==> config.mk <==
export PLATFORM = sky130hd
export DESIGN_NAME = hilo_muldiv
export DESIGN_NICKNAME = d
export VERILOG_FILES = /design/src/rtl/muldiv_pkg.sv /design/src/rtl/muldiv_sign_fix.sv /design/src/rtl/hilo_muldiv.sv
export SDC_FILE = /design/constraint.sdc
export NUM_CORES = 1
export LEC_CHECK = 0
export ABC_AREA = 1
export BUFFER_PORTS_ARGS = -buffer_cell sky130_fd_sc_hd__buf_2
export CELL_PAD_IN_SITES_DETAIL_PLACEMENT = 1
export CELL_PAD_IN_SITES_GLOBAL_PLACEMENT = 1
export CORE_ASPECT_RATIO = 0.9
export CORE_UTILIZATION = 39
export CTS_BUF_LIST = sky130_fd_sc_hd__clkbuf_8 sky130_fd_sc_hd__clkbuf_16
export DETAILED_ROUTE_END_ITERATION = 6
export PLACE_DENSITY = 0.82
export REMOVE_ABC_BUFFERS = 1
export SLEW_MARGIN = 20
export SYNTH_ARGS = -nofsm -noshare
export SYNTH_HDL_FRONTEND = slang
export SYNTH_HIERARCHICAL = 1
export SYNTH_SLANG_ARGS = --single-unit
==> constraint.sdc <==
create_clock -name Clk -period 3.3 [get_ports Clk]
set_input_delay 0.33 -clock Clk [delete_from_list [all_inputs] [get_ports Clk]]
set_output_delay 0.33 -clock Clk [all_outputs]
set_load 0.01 [all_outputs]
==> src/rtl/muldiv_pkg.sv <==
// Shared definitions for the Hi/Lo multiply/divide unit: operation codes,
// controller states and small operation-decoding helpers.
package muldiv_pkg;

   // Operation encodings presented on the Op port
   localparam logic [1:0] OP_MULT  = 2'b00;
   localparam logic [1:0] OP_MULTU = 2'b01;
   localparam logic [1:0] OP_DIV   = 2'b10;
   localparam logic [1:0] OP_DIVU  = 2'b11;

   // Controller states
   typedef enum logic [1:0] {
      IDLE = 2'd0,
      RUN  = 2'd1,
      FIX  = 2'd2
   } state_e;

   // Signed variants (MULT, DIV) have a zero in the low opcode bit
   function automatic logic op_is_signed(input logic [1:0] op);
      return ~op[0];
   endfunction

   // Divide variants (DIV, DIVU) have a one in the high opcode bit
   function automatic logic op_is_div(input logic [1:0] op);
      return op[1];
   endfunction

endpackage

==> src/rtl/muldiv_sign_fix.sv <==
// Conditional two's-complement negate. Used both to take operand magnitudes
// on entry and to restore result signs on exit.
module muldiv_sign_fix #(
   parameter int WIDTH = 32
) (
   input  logic [WIDTH-1:0] val_i,
   input  logic             neg_i,
   output logic [WIDTH-1:0] val_o
);

   // Negation wraps modulo 2^WIDTH, so the most negative value maps to itself,
   // which read as unsigned is exactly its magnitude
   always_comb begin
      val_o = val_i;
      if (neg_i) begin
         val_o = -val_i;
      end
   end

endmodule

==> src/rtl/hilo_muldiv.sv <==
// Iterative multiply/divide unit with architectural Hi/Lo registers.
// Operands are reduced to magnitudes on Start, processed one bit per cycle
// (shift-add multiply, restoring divide), and sign-corrected in the final
// FIX cycle where Hi/Lo are written and Done pulses.
module hilo_muldiv
   import muldiv_pkg::*;
#(
   parameter int WIDTH = 32,
   parameter int CW    = $clog2(WIDTH + 1)
) (
   input  logic             Clk,
   input  logic             Rst,
   input  logic             Start,
   input  logic [1:0]       Op,
   input  logic [WIDTH-1:0] A,
   input  logic [WIDTH-1:0] B,
   input  logic             HiWrite,
   input  logic [WIDTH-1:0] HiData,
   input  logic             LoWrite,
   input  logic [WIDTH-1:0] LoData,
   output logic             Busy,
   output logic             Done,
   output logic             DivZero,
   output logic [WIDTH-1:0] Hi,
   output logic [WIDTH-1:0] Lo
);

   // Control state (reset)
   state_e             state_q, state_d;
   logic [CW-1:0]      count_q, count_d;
   logic               busy_q, busy_d;
   logic               done_q, done_d;
   logic               divzero_q, divzero_d;
   logic [WIDTH-1:0]   hi_q, hi_d;
   logic [WIDTH-1:0]   lo_q, lo_d;

   // Datapath state (not reset; only meaningful between Start and FIX)
   logic [1:0]         op_q, op_d;
   logic [WIDTH:0]     mag_a_q, mag_a_d;
   logic [WIDTH:0]     mag_b_q, mag_b_d;
   logic [2*WIDTH-1:0] acc_q, acc_d;
   logic               neg_ab_q, neg_ab_d;
   logic               neg_a_q, neg_a_d;
   logic               bzero_q, bzero_d;
   logic [WIDTH-1:0]   a_orig_q, a_orig_d;

   // Operand sign handling on entry
   logic               in_signed;
   logic               a_neg_in;
   logic               b_neg_in;
   logic [WIDTH-1:0]   abs_a;
   logic [WIDTH-1:0]   abs_b;

   // Per-iteration datapath terms
   logic [2*WIDTH-1:0] mul_addend;
   logic [WIDTH:0]     div_shift;
   logic               div_ge;
   logic [WIDTH-1:0]   div_diff;

   // Sign-corrected results used at FIX
   logic [2*WIDTH-1:0] prod_fix;
   logic [WIDTH-1:0]   quo_fix;
   logic [WIDTH-1:0]   rem_fix;

   assign in_signed = op_is_signed(Op);
   assign a_neg_in  = in_signed & A[WIDTH-1];
   assign b_neg_in  = in_signed & B[WIDTH-1];

   muldiv_sign_fix #(.WIDTH(WIDTH)) u_abs_a (
      .val_i (A),
      .neg_i (a_neg_in),
      .val_o (abs_a)
   );

   muldiv_sign_fix #(.WIDTH(WIDTH)) u_abs_b (
      .val_i (B),
      .neg_i (b_neg_in),
      .val_o (abs_b)
   );

   muldiv_sign_fix #(.WIDTH(2*WIDTH)) u_fix_prod (
      .val_i (acc_q),
      .neg_i (neg_ab_q),
      .val_o (prod_fix)
   );

   muldiv_sign_fix #(.WIDTH(WIDTH)) u_fix_quo (
      .val_i (acc_q[WIDTH-1:0]),
      .neg_i (neg_ab_q),
      .val_o (quo_fix)
   );

   muldiv_sign_fix #(.WIDTH(WIDTH)) u_fix_rem (
      .val_i (acc_q[2*WIDTH-1:WIDTH]),
      .neg_i (neg_a_q),
      .val_o (rem_fix)
   );

   // Iteration datapath: multiplicand shifted to the current multiplier bit
   // position; for divide, the {remainder, dividend} pair shifted left by one
   // and trial-subtracted against the divisor. The remainder stays below the
   // divisor, so the W-bit difference is exact whenever the trial succeeds.
   always_comb begin
      mul_addend = '0;
      if (mag_b_q[count_q]) begin
         mul_addend = {{(WIDTH-1){1'b0}}, mag_a_q} << count_q;
      end
      div_shift = acc_q[2*WIDTH-1:WIDTH-1];
      div_ge    = (div_shift >= mag_b_q);
      div_diff  = div_shift[WIDTH-1:0] - mag_b_q[WIDTH-1:0];
   end

   // Next-state and output logic for the IDLE/RUN/FIX controller
   always_comb begin
      state_d   = state_q;
      count_d   = count_q;
      busy_d    = busy_q;
      done_d    = 1'b0;
      divzero_d = 1'b0;
      hi_d      = hi_q;
      lo_d      = lo_q;
      op_d      = op_q;
      mag_a_d   = mag_a_q;
      mag_b_d   = mag_b_q;
      acc_d     = acc_q;
      neg_ab_d  = neg_ab_q;
      neg_a_d   = neg_a_q;
      bzero_d   = bzero_q;
      a_orig_d  = a_orig_q;

      unique case (state_q)
         IDLE: begin
            // MTHI/MTLO only land while idle; a result written at FIX
            // later overwrites anything loaded alongside Start
            if (HiWrite) hi_d = HiData;
            if (LoWrite) lo_d = LoData;
            if (Start) begin
               op_d     = Op;
               mag_a_d  = {1'b0, abs_a};
               mag_b_d  = {1'b0, abs_b};
               neg_ab_d = a_neg_in ^ b_neg_in;
               neg_a_d  = a_neg_in;
               bzero_d  = op_is_div(Op) & (B == '0);
               a_orig_d = A;
               // Divide keeps the dividend in the low half and shifts it
               // into the remainder; multiply accumulates from zero
               acc_d    = op_is_div(Op) ? {{WIDTH{1'b0}}, abs_a} : '0;
               count_d  = '0;
               busy_d   = 1'b1;
               state_d  = RUN;
            end
         end

         RUN: begin
            if (op_is_div(op_q)) begin
               if (div_ge) begin
                  acc_d = {div_diff, acc_q[WIDTH-2:0], 1'b1};
               end else begin
                  acc_d = {div_shift[WIDTH-1:0], acc_q[WIDTH-2:0], 1'b0};
               end
            end else begin
               acc_d = acc_q + mul_addend;
            end
            if (count_q == CW'(WIDTH - 1)) begin
               state_d = FIX;
            end else begin
               count_d = count_q + CW'(1);
            end
         end

         FIX: begin
            if (op_is_div(op_q)) begin
               if (bzero_q) begin
                  lo_d      = '1;
                  hi_d      = a_orig_q;
                  divzero_d = 1'b1;
               end else begin
                  lo_d = quo_fix;
                  hi_d = rem_fix;
               end
            end else begin
               hi_d = prod_fix[2*WIDTH-1:WIDTH];
               lo_d = prod_fix[WIDTH-1:0];
            end
            done_d  = 1'b1;
            busy_d  = 1'b0;
            state_d = IDLE;
         end

         default: begin
            busy_d  = 1'b0;
            state_d = IDLE;
         end
      endcase
   end

   // Control registers and architectural Hi/Lo, cleared by reset
   always_ff @(posedge Clk) begin
      if (Rst) begin
         state_q   <= IDLE;
         count_q   <= '0;
         busy_q    <= 1'b0;
         done_q    <= 1'b0;
         divzero_q <= 1'b0;
         hi_q      <= '0;
         lo_q      <= '0;
      end else begin
         state_q   <= state_d;
         count_q   <= count_d;
         busy_q    <= busy_d;
         done_q    <= done_d;
         divzero_q <= divzero_d;
         hi_q      <= hi_d;
         lo_q      <= lo_d;
      end
   end

   // Datapath registers; contents are don't-care outside an operation
   always_ff @(posedge Clk) begin
      op_q     <= op_d;
      mag_a_q  <= mag_a_d;
      mag_b_q  <= mag_b_d;
      acc_q    <= acc_d;
      neg_ab_q <= neg_ab_d;
      neg_a_q  <= neg_a_d;
      bzero_q  <= bzero_d;
      a_orig_q <= a_orig_d;
   end

   assign Busy    = busy_q;
   assign Done    = done_q;
   assign DivZero = divzero_q;
   assign Hi      = hi_q;
   assign Lo      = lo_q;

endmodule
==> out/summary.txt <==
Clk network pwr share: 0.227
cell with the most instances after synthesis: nand2_1
final worst path period need: 3.95 ns
row count: 92
Antenna Cells: 0
largest cells by area after synthesis: nand2_1 (23%), edfxtp_1 (18%), inv_1 (9.6%)
Port Buffer Count: 201
status: finished, violations left
WS Path Type: register to register
Initial DRT Pass Iterations: 7
CTS tree: built
layout cells sized above 1: 0.221
Design Power: 16000 µW
Int Power: 8640 µW
peak fanout along the critical path: 19
violated checks: design-rule violations, negative setup slack
Area after DPL: 32900 µm²
vias in the first global route: 36500
# setup viols final: 60
total clock sinks: 239
Post-synth EDFFs: 164
leakage power: 0.0182 µW
Hold Vio Cnt, Final: 0
routed vias: 36600
DR WL/cell: 23.5 µm
Yosys warnings: 6
startpoint types: register
Main synth FF type: edfxtp_1
Yosys top cell area share: 0.226
Die X: 284 µm
Setup crit end kind: register
clock skew: 0.0371 ns
Least-Margin Pin Slew: 1.02 ns
initial DRC count: 3634
top post-synthesis cells by count: nand2_1 (1682), inv_1 (711), nor2_1 (529)
max cap viols: 0
Std-Cell Core Area: 70400 µm²
Slew HR: 0.321
NetSw: 7330 µW
Synth cell types: 52
die footprint: 72700 µm²
Die Span Y: 256 µm
unrepaired setup endpoints after global routing: true
Power Dens Cells: 435 nW/µm²
synthesized instance count: 4838
gr usage total: 0.388
fin area: 36700 µm²
Max VDD drop: 357 µV
Combinational Power Share: 0.530
clock transition at the registers of the reported paths: 0.06 ns
Worst Setup Slack, final: -0.647 ns
drt total wl: 150000 µm
Ports: 202
Switching Fraction: 0.459
period utilization: 1.20
global-route wire length before repair: 218000 µm
Flop pwr share: 0.243
antenna viol nets, final: 0
crit path DAT: 4.32 ns
DR vias/cell: 5.72
Max Clk Rate: 253 MHz
worst-skew pair later-pin latency: 0.64 ns
antenna violations before repair: 3
Synth Cell Area: 27900 µm²
largest net degree at the start of global routing: 128
Mapped Avg Cell Area: 5.77 µm²
clock buffer depth: 3
Critical Path RT: 3.68 ns
CTS H-Tree Depth: 1
TritonCTS buffer count: 30
register area share after synthesis: 0.230
GP Congestion: 1.01
placed wire-length estimate: 113000 µm
#FFs+latches synth: 239
Hold WC Path Type: primary input to register
clock root buffer: clkbuf_16
Area Growth Syn to Fin: 31.3%
post-synthesis async set-or-reset flop share: 0
Initial Util: 0.397
nets@finish: 5672
Slew Limit Fails: 0
GRT overflow: 0
cell taking the most area after synthesis: nand2_1
drt drc: 1
[power by group through the flow]
stage | clock (µW) | sequential, µW | combinational, µW
after floorplan | 0 | 4000 | 3590
after global placement | 0 | 3860 | 6910
after CTS | 3600 | 3840 | 7650
after detailed placement | 0 | 3880 | 7100
after global routing | 3700 | 3890 | 8930
final | 3620 | 3880 | 8460
[timing repair]
item,in CTS,in global routing
gates resized for setup,282,258
gates cloned,0,1
endpoints found under the setup margin,61,61
endpoints found under the hold margin,62,0
hold buffers,61,0
pin swaps,15,48
setup buffers,8,11
[logic make-up after synthesis]
group	count (synthesis)	share of synthesized area
and+or+nand+nor	2779	0.416
DFF	239	0.230
buffers and inverters	884	0.124
xor gates and xnor gates	134	0.0420
muxes	4	0.00143
AOI/OAI and AO/OA	695	0.140
adders and majority gates	103	0.0467
[cell type report]
| cell class | instances | area (µm²) |
|---|---|---|
| Timing Repair Buffer | 722 | 5360 |
| Sequential cell | 239 | 6430 |
| Tap cell | 940 | 1180 |
| Fill cell | 9724 | 33800 |
| Inverter | 726 | 2740 |
| Clock inverter | 26 | 289 |
| Multi-Input combinational cell | 3715 | 19900 |
| Clock buffer | 30 | 751 |
[worst max-delay path: stages, from the launching register on]
cell	delay, ns
dfxtp_4	0.40
buf_12	0.16
o21ai_0	0.30
a21oi_2	0.11
o21bai_4	0.19
o21ai_4	0.18
buf_4	0.15
nand2_4	0.07
buf_12	0.16
o21ai_1	0.08
inv_1	0.09
ha_4	0.26
nand2_2	0.08
nand2_2	0.08
buf_4	0.14
nand2_1	0.07
nand2_2	0.07
inv_1	0.07
nand2_2	0.09
nand3b_1	0.20
buf_6	0.16
buf_4	0.13
xor2_1	0.14
nor2_1	0.20
o21ai_1	0.09
[flip-flops by register name (all words and copies together) (netlist names)]
signal and count:
bzero_q 1, state_q 2, acc_q 64, DivZero 1
Busy 1, neg_ab_q 1, Done 1, op_q 1
neg_a_q 1, mag_a_q 32, mag_b_q 32, count_q 6
Lo 32, Hi 32, a_orig_q 32
[placed cells by master, fill, tap and decap left out, drive strengths merged, types with 2 or more instances in the layout]
cell / instances
a21o: 4
inv: 728
fa: 2
o211ai: 48
and3: 3
bufinv: 5
xnor2: 65
o22ai: 5
nand2: 1708
edfxtp: 164
dlygate4sd3: 61
o21bai: 8
or2: 13
mux2i: 4
o21a: 4
nand3: 339
nand3b: 43
buf: 660
nor3: 43
ha: 101
clkbuf: 31
a31oi: 37
nor2: 583
a21oi: 217
clkinv: 16
and2: 6
dfxtp: 75
o221ai: 32
nand4: 34
o21ai: 336
clkinvlp: 3
xor2: 69
nor4: 6
[final timing paths]
check              from         to  slack [ns]  depth (start not counted)
max          count_q[0]  acc_q[23]       -0.65                         24
min          LoData[13]     Lo[13]       0.003                          3
max reg2reg  count_q[0]  acc_q[23]       -0.65                         24
min reg2reg        Busy       Busy        0.49                          2
[metrics by stage]
| stage | util | TNS, ns | hold slack, ns | std cells | setup WS (ns) |
|---|---|---|---|---|---|
| global placement | 0.467 | -40.22 | 0.455 | 6261 | -1.09 |
| finish | 0.521 | -26.51 | 0.00311 | 6398 | -0.647 |
| CTS | 0.505 | -16.49 | 0.000655 | 6386 | -0.445 |
| global route | 0.521 | -39.04 | 0.00893 | 6398 | -0.873 |
| detailed placement | 0.467 | -46.46 | 0.460 | 6261 | -1.16 |
| floorplan | - | -222.74 | 0.399 | 4680 | -1.63 |
[per-layer routing]
metal  wire (µm)  up-vias  global-route usage
li1            -    16600                   -
met1       60000    17700               0.494
met2       66900     1815               0.626
met3       13200      475              0.0561
met4       10100        2               0.222
met5           8        -                   0
Note: power is estimated with default switching activity, not from simulation.
